`src/rtl/npn_pkg.sv`:
```
// Shared types and helpers for the NPN evaluation sequencer and its harness.
package npn_pkg;

  typedef logic [7:0]  perm_t;
  typedef logic [15:0] tt_t;
  typedef logic [3:0]  minterm_t;

  typedef enum logic [1:0] {
    IDLE,
    SWEEP,
    RESP
  } state_t;

  localparam perm_t IDENTITY_PERM = 8'hE4;

  // A permutation is legal only when the four 2-bit source indices are all distinct.
  function automatic logic perm_is_bijection(perm_t perm);
    logic ok;
    ok = 1'b1;
    for (int i = 0; i < 4; i++) begin
      for (int j = i + 1; j < 4; j++) begin
        if (perm[2*i +: 2] == perm[2*j +: 2]) begin
          ok = 1'b0;
        end
      end
    end
    return ok;
  endfunction

endpackage

```
`src/rtl/npn_eval_sequencer_if.sv`:
```
// Request/response channels between the NPN-class harness and the sequencer.
interface npn_eval_sequencer_if;
  import npn_pkg::*;

  logic        req_valid;
  logic        req_ready;
  perm_t       req_perm;
  logic [3:0]  req_neg_in;
  logic        req_neg_out;
  tt_t         req_expect;

  logic        rsp_valid;
  logic        rsp_ready;
  tt_t         rsp_tt;
  logic        rsp_match;
  logic        rsp_perm_err;

  // Harness side: issues requests, consumes responses.
  modport master (
    output req_valid, req_perm, req_neg_in, req_neg_out, req_expect, rsp_ready,
    input  req_ready, rsp_valid, rsp_tt, rsp_match, rsp_perm_err
  );

  // Sequencer side.
  modport slave (
    input  req_valid, req_perm, req_neg_in, req_neg_out, req_expect, rsp_ready,
    output req_ready, rsp_valid, rsp_tt, rsp_match, rsp_perm_err
  );

endinterface

```
`src/rtl/npn_perm_apply.sv`:
```
// Combinational NPN input transform: x[i] = minterm[perm[i]] ^ neg_in[i].
module npn_perm_apply
  import npn_pkg::*;
(
  input  minterm_t   minterm_i,
  input  perm_t      perm_i,
  input  logic [3:0] neg_in_i,
  output logic [3:0] x_o
);

  // Each function-unit input picks one minterm bit, then optionally inverts it.
  for (genvar gi = 0; gi < 4; gi++) begin : g_bit
    assign x_o[gi] = minterm_i[perm_i[2*gi +: 2]] ^ neg_in_i[gi];
  end

endmodule

```
`src/rtl/npn_eval_sequencer.sv`:
```
// Sweeps a shared 4-input function unit over all minterms under an NPN
// transform, builds the truth table and reports it against an expected table.
module npn_eval_sequencer
  import npn_pkg::*;
#(
  parameter int EVAL_LAT = 1
) (
  input  logic                        clk,
  input  logic                        rst_n,
  npn_eval_sequencer_if.slave         bus,
  output logic [3:0]                  fn_x,
  input  logic                        fn_y,
  output logic                        busy
);

  localparam logic [3:0] WAIT_LAST = 4'(EVAL_LAT - 1);

  state_t     state_q, state_d;
  minterm_t   m_q, m_d;
  logic [3:0] wait_q, wait_d;
  perm_t      perm_q, perm_d;
  logic [3:0] neg_in_q, neg_in_d;
  logic       neg_out_q, neg_out_d;
  tt_t        expect_q, expect_d;
  tt_t        tt_q, tt_d;
  logic [3:0] fn_x_q, fn_x_d;
  tt_t        rsp_tt_q, rsp_tt_d;
  logic       rsp_match_q, rsp_match_d;
  logic       rsp_perm_err_q, rsp_perm_err_d;

  // Shared transform: in IDLE it prepares minterm 0 from the live request,
  // during SWEEP it prepares the next minterm from the latched configuration.
  minterm_t   xf_m;
  perm_t      xf_perm;
  logic [3:0] xf_neg_in;
  logic [3:0] xf_x;

  assign xf_m      = (state_q == IDLE) ? minterm_t'(0) : minterm_t'(m_q + 4'd1);
  assign xf_perm   = (state_q == IDLE) ? bus.req_perm   : perm_q;
  assign xf_neg_in = (state_q == IDLE) ? bus.req_neg_in : neg_in_q;

  npn_perm_apply u_perm_apply (
    .minterm_i (xf_m),
    .perm_i    (xf_perm),
    .neg_in_i  (xf_neg_in),
    .x_o       (xf_x)
  );

  assign bus.req_ready    = (state_q == IDLE);
  assign bus.rsp_valid    = (state_q == RESP);
  assign bus.rsp_tt       = rsp_tt_q;
  assign bus.rsp_match    = rsp_match_q;
  assign bus.rsp_perm_err = rsp_perm_err_q;
  assign busy             = (state_q != IDLE);
  assign fn_x             = fn_x_q;

  // State, counters, latched request and response registers.
  always_ff @(posedge clk or negedge rst_n) begin
    if (!rst_n) begin
      state_q        <= IDLE;
      m_q            <= '0;
      wait_q         <= '0;
      perm_q         <= '0;
      neg_in_q       <= '0;
      neg_out_q      <= 1'b0;
      expect_q       <= '0;
      tt_q           <= '0;
      fn_x_q         <= '0;
      rsp_tt_q       <= '0;
      rsp_match_q    <= 1'b0;
      rsp_perm_err_q <= 1'b0;
    end else begin
      state_q        <= state_d;
      m_q            <= m_d;
      wait_q         <= wait_d;
      perm_q         <= perm_d;
      neg_in_q       <= neg_in_d;
      neg_out_q      <= neg_out_d;
      expect_q       <= expect_d;
      tt_q           <= tt_d;
      fn_x_q         <= fn_x_d;
      rsp_tt_q       <= rsp_tt_d;
      rsp_match_q    <= rsp_match_d;
      rsp_perm_err_q <= rsp_perm_err_d;
    end
  end

  // Next-state logic: accept, per-minterm hold/sample, response handshake.
  always_comb begin
    tt_t tt_cap;

    state_d        = state_q;
    m_d            = m_q;
    wait_d         = wait_q;
    perm_d         = perm_q;
    neg_in_d       = neg_in_q;
    neg_out_d      = neg_out_q;
    expect_d       = expect_q;
    tt_d           = tt_q;
    fn_x_d         = fn_x_q;
    rsp_tt_d       = rsp_tt_q;
    rsp_match_d    = rsp_match_q;
    rsp_perm_err_d = rsp_perm_err_q;

    tt_cap         = tt_q;
    tt_cap[m_q]    = fn_y ^ neg_out_q;

    case (state_q)
      IDLE: begin
        if (bus.req_valid) begin
          perm_d    = bus.req_perm;
          neg_in_d  = bus.req_neg_in;
          neg_out_d = bus.req_neg_out;
          expect_d  = bus.req_expect;
          tt_d      = '0;
          m_d       = '0;
          wait_d    = '0;
          if (!perm_is_bijection(bus.req_perm)) begin
            // Illegal permutation: answer immediately without touching fn_x.
            state_d        = RESP;
            fn_x_d         = '0;
            rsp_tt_d       = '0;
            rsp_match_d    = 1'b0;
            rsp_perm_err_d = 1'b1;
          end else begin
            state_d = SWEEP;
            fn_x_d  = xf_x;
          end
        end
      end

      SWEEP: begin
        if (wait_q == WAIT_LAST) begin
          // fn_y has been stable for EVAL_LAT cycles: capture this minterm.
          tt_d   = tt_cap;
          wait_d = '0;
          if (m_q == 4'd15) begin
            state_d        = RESP;
            m_d            = '0;
            fn_x_d         = '0;
            rsp_tt_d       = tt_cap;
            rsp_match_d    = (tt_cap == expect_q);
            rsp_perm_err_d = 1'b0;
          end else begin
            m_d    = minterm_t'(m_q + 4'd1);
            fn_x_d = xf_x;
          end
        end else begin
          wait_d = wait_q + 4'd1;
        end
      end

      RESP: begin
        if (bus.rsp_ready) begin
          state_d = IDLE;
        end
      end

      default: begin
        state_d = IDLE;
      end
    endcase
  end

endmodule
```
`src/flat_wrapper.sv`:
```
// flat-port wrapper written by rule: the top's interface ports become plain ports
module npn_eval_sequencer_flat import npn_pkg::*;
#(
  parameter int EVAL_LAT = 1
)
  (clk, rst_n, fn_x, fn_y, busy, bus_req_valid, bus_req_perm, bus_req_neg_in, bus_req_neg_out, bus_req_expect, bus_rsp_ready, bus_req_ready, bus_rsp_valid, bus_rsp_tt, bus_rsp_match, bus_rsp_perm_err);
  npn_eval_sequencer_if bus_i ();
  input  logic clk;
  input  logic rst_n;
  output logic [3:0] fn_x;
  input  logic fn_y;
  output logic busy;
  input wire logic [$bits(bus_i.req_valid)-1:0] bus_req_valid;
  input wire logic [$bits(bus_i.req_perm)-1:0] bus_req_perm;
  input wire logic [$bits(bus_i.req_neg_in)-1:0] bus_req_neg_in;
  input wire logic [$bits(bus_i.req_neg_out)-1:0] bus_req_neg_out;
  input wire logic [$bits(bus_i.req_expect)-1:0] bus_req_expect;
  input wire logic [$bits(bus_i.rsp_ready)-1:0] bus_rsp_ready;
  output wire logic [$bits(bus_i.req_ready)-1:0] bus_req_ready;
  output wire logic [$bits(bus_i.rsp_valid)-1:0] bus_rsp_valid;
  output wire logic [$bits(bus_i.rsp_tt)-1:0] bus_rsp_tt;
  output wire logic [$bits(bus_i.rsp_match)-1:0] bus_rsp_match;
  output wire logic [$bits(bus_i.rsp_perm_err)-1:0] bus_rsp_perm_err;
  assign bus_i.req_valid = bus_req_valid;
  assign bus_i.req_perm = bus_req_perm;
  assign bus_i.req_neg_in = bus_req_neg_in;
  assign bus_i.req_neg_out = bus_req_neg_out;
  assign bus_i.req_expect = bus_req_expect;
  assign bus_i.rsp_ready = bus_rsp_ready;
  assign bus_req_ready = bus_i.req_ready;
  assign bus_rsp_valid = bus_i.rsp_valid;
  assign bus_rsp_tt = bus_i.rsp_tt;
  assign bus_rsp_match = bus_i.rsp_match;
  assign bus_rsp_perm_err = bus_i.rsp_perm_err;
  npn_eval_sequencer #(.EVAL_LAT(EVAL_LAT)) u_core (.clk(clk), .rst_n(rst_n), .bus(bus_i), .fn_x(fn_x), .fn_y(fn_y), .busy(busy));
endmodule
```
`config.mk`:
```
export PLATFORM = sky130hd
export DESIGN_NAME = npn_eval_sequencer_flat
export DESIGN_NICKNAME = d
export VERILOG_FILES = /design/src/rtl/npn_pkg.sv /design/src/rtl/npn_eval_sequencer_if.sv /design/src/rtl/npn_perm_apply.sv /design/src/rtl/npn_eval_sequencer.sv /design/src/flat_wrapper.sv
export SDC_FILE = /design/constraint.sdc
export NUM_CORES = 1
export LEC_CHECK = 0
export BUFFER_PORTS_ARGS = -buffer_cell sky130_fd_sc_hd__buf_2
export CORE_UTILIZATION = 35
export CTS_CLUSTER_DIAMETER = 30
export CTS_CLUSTER_SIZE = 8
export DETAILED_ROUTE_END_ITERATION = 7
export GPL_TIMING_DRIVEN = 0
export MAX_ROUTING_LAYER = met4
export PLACE_DENSITY = 0.51
export SLEW_MARGIN = 10
export SYNTH_ARGS = -nofsm -noshare
export SYNTH_HDL_FRONTEND = slang
export SYNTH_HIERARCHICAL = 1
export SYNTH_SLANG_ARGS = --single-unit
```
`constraint.sdc`:
```
create_clock -name clk -period 3.1 [get_ports clk]
set_clock_uncertainty 0.1 [all_clocks]
set_input_delay 0 -clock clk [delete_from_list [all_inputs] [get_ports clk]]
set_output_delay 0 -clock clk [all_outputs]
set_load 0.005 [all_outputs]
```
==> summary.txt <==
Drt
  • Metal3 WL: 640 um
  • Via count: 4,214
  • Top layer in use: met4
  • Wl on met1: 6911 um
  • Drt first-iter violations: 313
  • Via/cell ratio: 5.209
  • Drt drc: 0
  • Met2 wire len: 6547 um
  • DRT antenna net count: 0
  • WL final: 14,330 um
  • Drt first pass iters: 5
  • Wire per inst: 17.71 um

Synthesis
  • Leading area contributor after synthesis: dfrtp_1
  • Sequential share of the synthesized area: 0.4047
  • Area share of the largest cell type after synthesis: 0.4047
  • Syn Area/Cell: 9.034 sq um
  • Post-Syn Nets: 567
  • Most frequent cell after synthesis: nand2_1
  • Top cells by count, synth: nand2_1, dfrtp_1, nor2_1, a21oi_1, o21ai_0
  • Synthesized flop and latch total: 77
  • Ys async rst share: 1.000
  • Post-synthesis cell type count: 58
  • Post-synth top flop: dfrtp_1
  • Synth area leaders: dfrtp_1, nand2_1, mux2_4
  • Mapped Area: 4761 sq um
  • Syn Inst Count: 527
  • Number of synthesized flops with an enable pin: 0
  • Ys Warns: 6

Pwr
  • Pwr/cell area: 777.5 nW/um^2
  • Peak VDD IR: 0.4273 mV
  • P_leak: 0.002741 uW
  • Reg power frac: 0.325
  • Switching Share: 0.3909
  • Comb power frac: 0.421
  • Clk pwr share: 0.254
  • Net load switching power: 1808 uW
  • Pint: 2817 uW

Setup path
  • Critical R2R Launch: u_core/m_q[0]$_DFFE_PN0P_
  • Reg2reg setup slack: 0.37 ns
  • Critical path type: flip-flop to flip-flop
  • Setup crit end kind: flip-flop
  • Req. time, crit path: 3.23 ns
  • Crit Path Max Fanout: 10
  • CP startpoint kind: flip-flop
  • Worst R2R End: u_core/fn_x[2]$_DFFE_PN0P_
  • Critical Path AT: 2.85 ns
  • FF-to-FF path depth: 8

Floorplan
  • Initial Util: 0.3595
  • Num ports: 59
  • Die area: 14,070 sq um
  • Die X: 118.6 um
  • Rows: 42
  • Core area: 13,240 sq um
  • Die H: 118.6 um

Cells and area
  • Register area: 1927 sq um
  • Final design utilization: 0.4492
  • Area of the multi-input gates: 2587 sq um
  • Final nets: 669
  • # fillers: 1,348
  • Antenna cells: 0
  • Fraction of layout instances using a drive strength above 1: 0.2133
  • Layout area overhead: 24.94%

Clock network
  • CTS tree: built
  • Clock-pin slew on the worst setup and hold paths: 0.06 ns
  • Hold-fix buffers, CTS: 32
  • Post-CTS Resized: 0
  • Later-pin clock latency in the skew report: 0.34 ns
  • Clock sinks: 77
  • Clock root cell: clkbuf_16
  • Htree depth: 3
  • Inserted Clock Buffers: 9
  • CTS Buffer Depth: 2
  • Post-CTS Setup Bufs: 0

STA
  • Fraction of the cycle the final worst path needs: 0.8791
  • Fin crit period: 2.725 ns
  • Slew margin rel.: 0.5503
  • Endpoints failing setup: 0
  • Final Hold Fails: 0
  • Worst-margin pin slew: 0.6745 ns
  • RSZ-0062 raised after global routing: false
  • Final Max Tran Viols: 0
  • Setup TNS: 0 ns
  • Fmax: 0.3670 GHz

GRT
  • Grt ovf: 0
  • Largest net degree at the start of global routing: 47
  • Vias in the first global route: 4,088
  • Initial antenna violation count: 0
  • First-pass GRT wire length: 22,840 um
  • Total GRT Usage: 0.2189

Placement
  • IO Port Bufs: 58
  • DP HPWL: 10,460 um
  • Gp weighted congestion: 0.8910

Min path
  • Worst Hold Class: input port to async pin

Job
  • Max cap viols: 0

Status
  • Status: finished, final reports clean
## power by group through the flow
stage	Clock [uW]	Sequential, uW	Combinational, uW
detailed placement	0	1520	1900
CTS	1210	1500	1940
global placement	0	1500	1890
finish	1180	1500	1950
global route	1250	1540	2130
floorplan	0	1420	1370
## metal layers
layer,global-route usage,vias up
li1,-,2031
met1,0.3008,2061
met2,0.3300,107
met3,0.02799,15
met4,0.07911,0
met5,-,-
## cell families (layout without fill, tap and decap cells)
logic type,count (synthesis),count (layout),share of synthesized area
simple gates,211,211,0.2095
compound gates,116,116,0.1551
flops,77,77,0.4047
buf+inv,51,157,0.05177
mux,38,38,0.1101
xor+xnor,28,28,0.05309
fa+ha+maj,6,6,0.01577
## registers in the layout, indices dropped and copies added, names as in the netlist, 4 cells and up
signal	count
u_core/expect_q	16
u_core/fn_x	4
u_core/bus.rsp_tt	16
u_core/perm_q	8
u_core/wait_q	4
u_core/m_q	4
u_core/neg_in_q	4
u_core/tt_q	16
## worst max-delay path, stage by stage (launching register included)
cell,delay [ns]
dfrtp_1,0.43
ha_1,0.17
clkbuf_1,0.32
clkbuf_1,0.45
xnor2_1,0.19
nor2_1,0.11
mux4_2,0.49
xor2_1,0.15
a22o_1,0.20
## cell type report
cell class	instances	share of cell area
clock inverters	3	0.01136
clock buffers	12	0.04480
plain buffers	35	0.03134
multi-input cells	399	0.4350
inverters	16	0.01010
flip-flops and latches	77	0.3239
repair buffers	91	0.1064
well taps	176	0.03702
## metrics by stage
| step | setup slack (ns) | hold WS, ns | instance area, sq um | total power (uW) | cells |
|---|---|---|---|---|---|
| finish | 0.3749 | 0.1103 | 5948 | 4625 | 809 |
| CTS | 0.3786 | 0.1497 | 5948 | 4654 | 809 |
| global placement | 0.4215 | 0.08934 | 5271 | 3400 | 761 |
| global route | 0.2138 | 0.1898 | 5948 | 4923 | 809 |
| detailed placement | 0.3894 | -0.03955 | 5294 | 3419 | 762 |
| floorplan | 0.7090 | -0.3956 | 4761 | 2794 | 527 |
## worst max-delay path by stage
stage	from	endpoint	slack, ns
CTS	u_core/m_q[0]$_DFFE_PN0P_	u_core/fn_x[0]$_DFFE_PN0P_	0.38
detailed placement	u_core/m_q[0]$_DFFE_PN0P_	u_core/fn_x[0]$_DFFE_PN0P_	0.39
floorplan	u_core/state_q[0]$_DFFE_PN0P_	u_core/fn_x[3]$_DFFE_PN0P_	0.71
finish	u_core/m_q[0]$_DFFE_PN0P_	u_core/fn_x[2]$_DFFE_PN0P_	0.37
global route	u_core/m_q[0]$_DFFE_PN0P_	u_core/fn_x[0]$_DFFE_PN0P_	0.21
global placement	u_core/m_q[0]$_DFFE_PN0P_	u_core/fn_x[2]$_DFFE_PN0P_	0.42
## cells in the final DEF, fill, tap and decap left out, drive strengths merged, types with 8 or more instances in the layout
master,Yosys,final
nand2,111,111
dfrtp,77,77
buf,17,76
o21ai,33,33
dlygate4sd3,0,32
clkbuf,18,30
mux2,30,30
nor2,29,29
a21oi,28,28
xor2,19,19
nand2b,17,17
inv,16,16
nand3,14,14
o22ai,11,11
a22o,9,9
xnor2,9,9
a211oi,8,8
nor3,8,8
(Power assumes the default switching activity.)
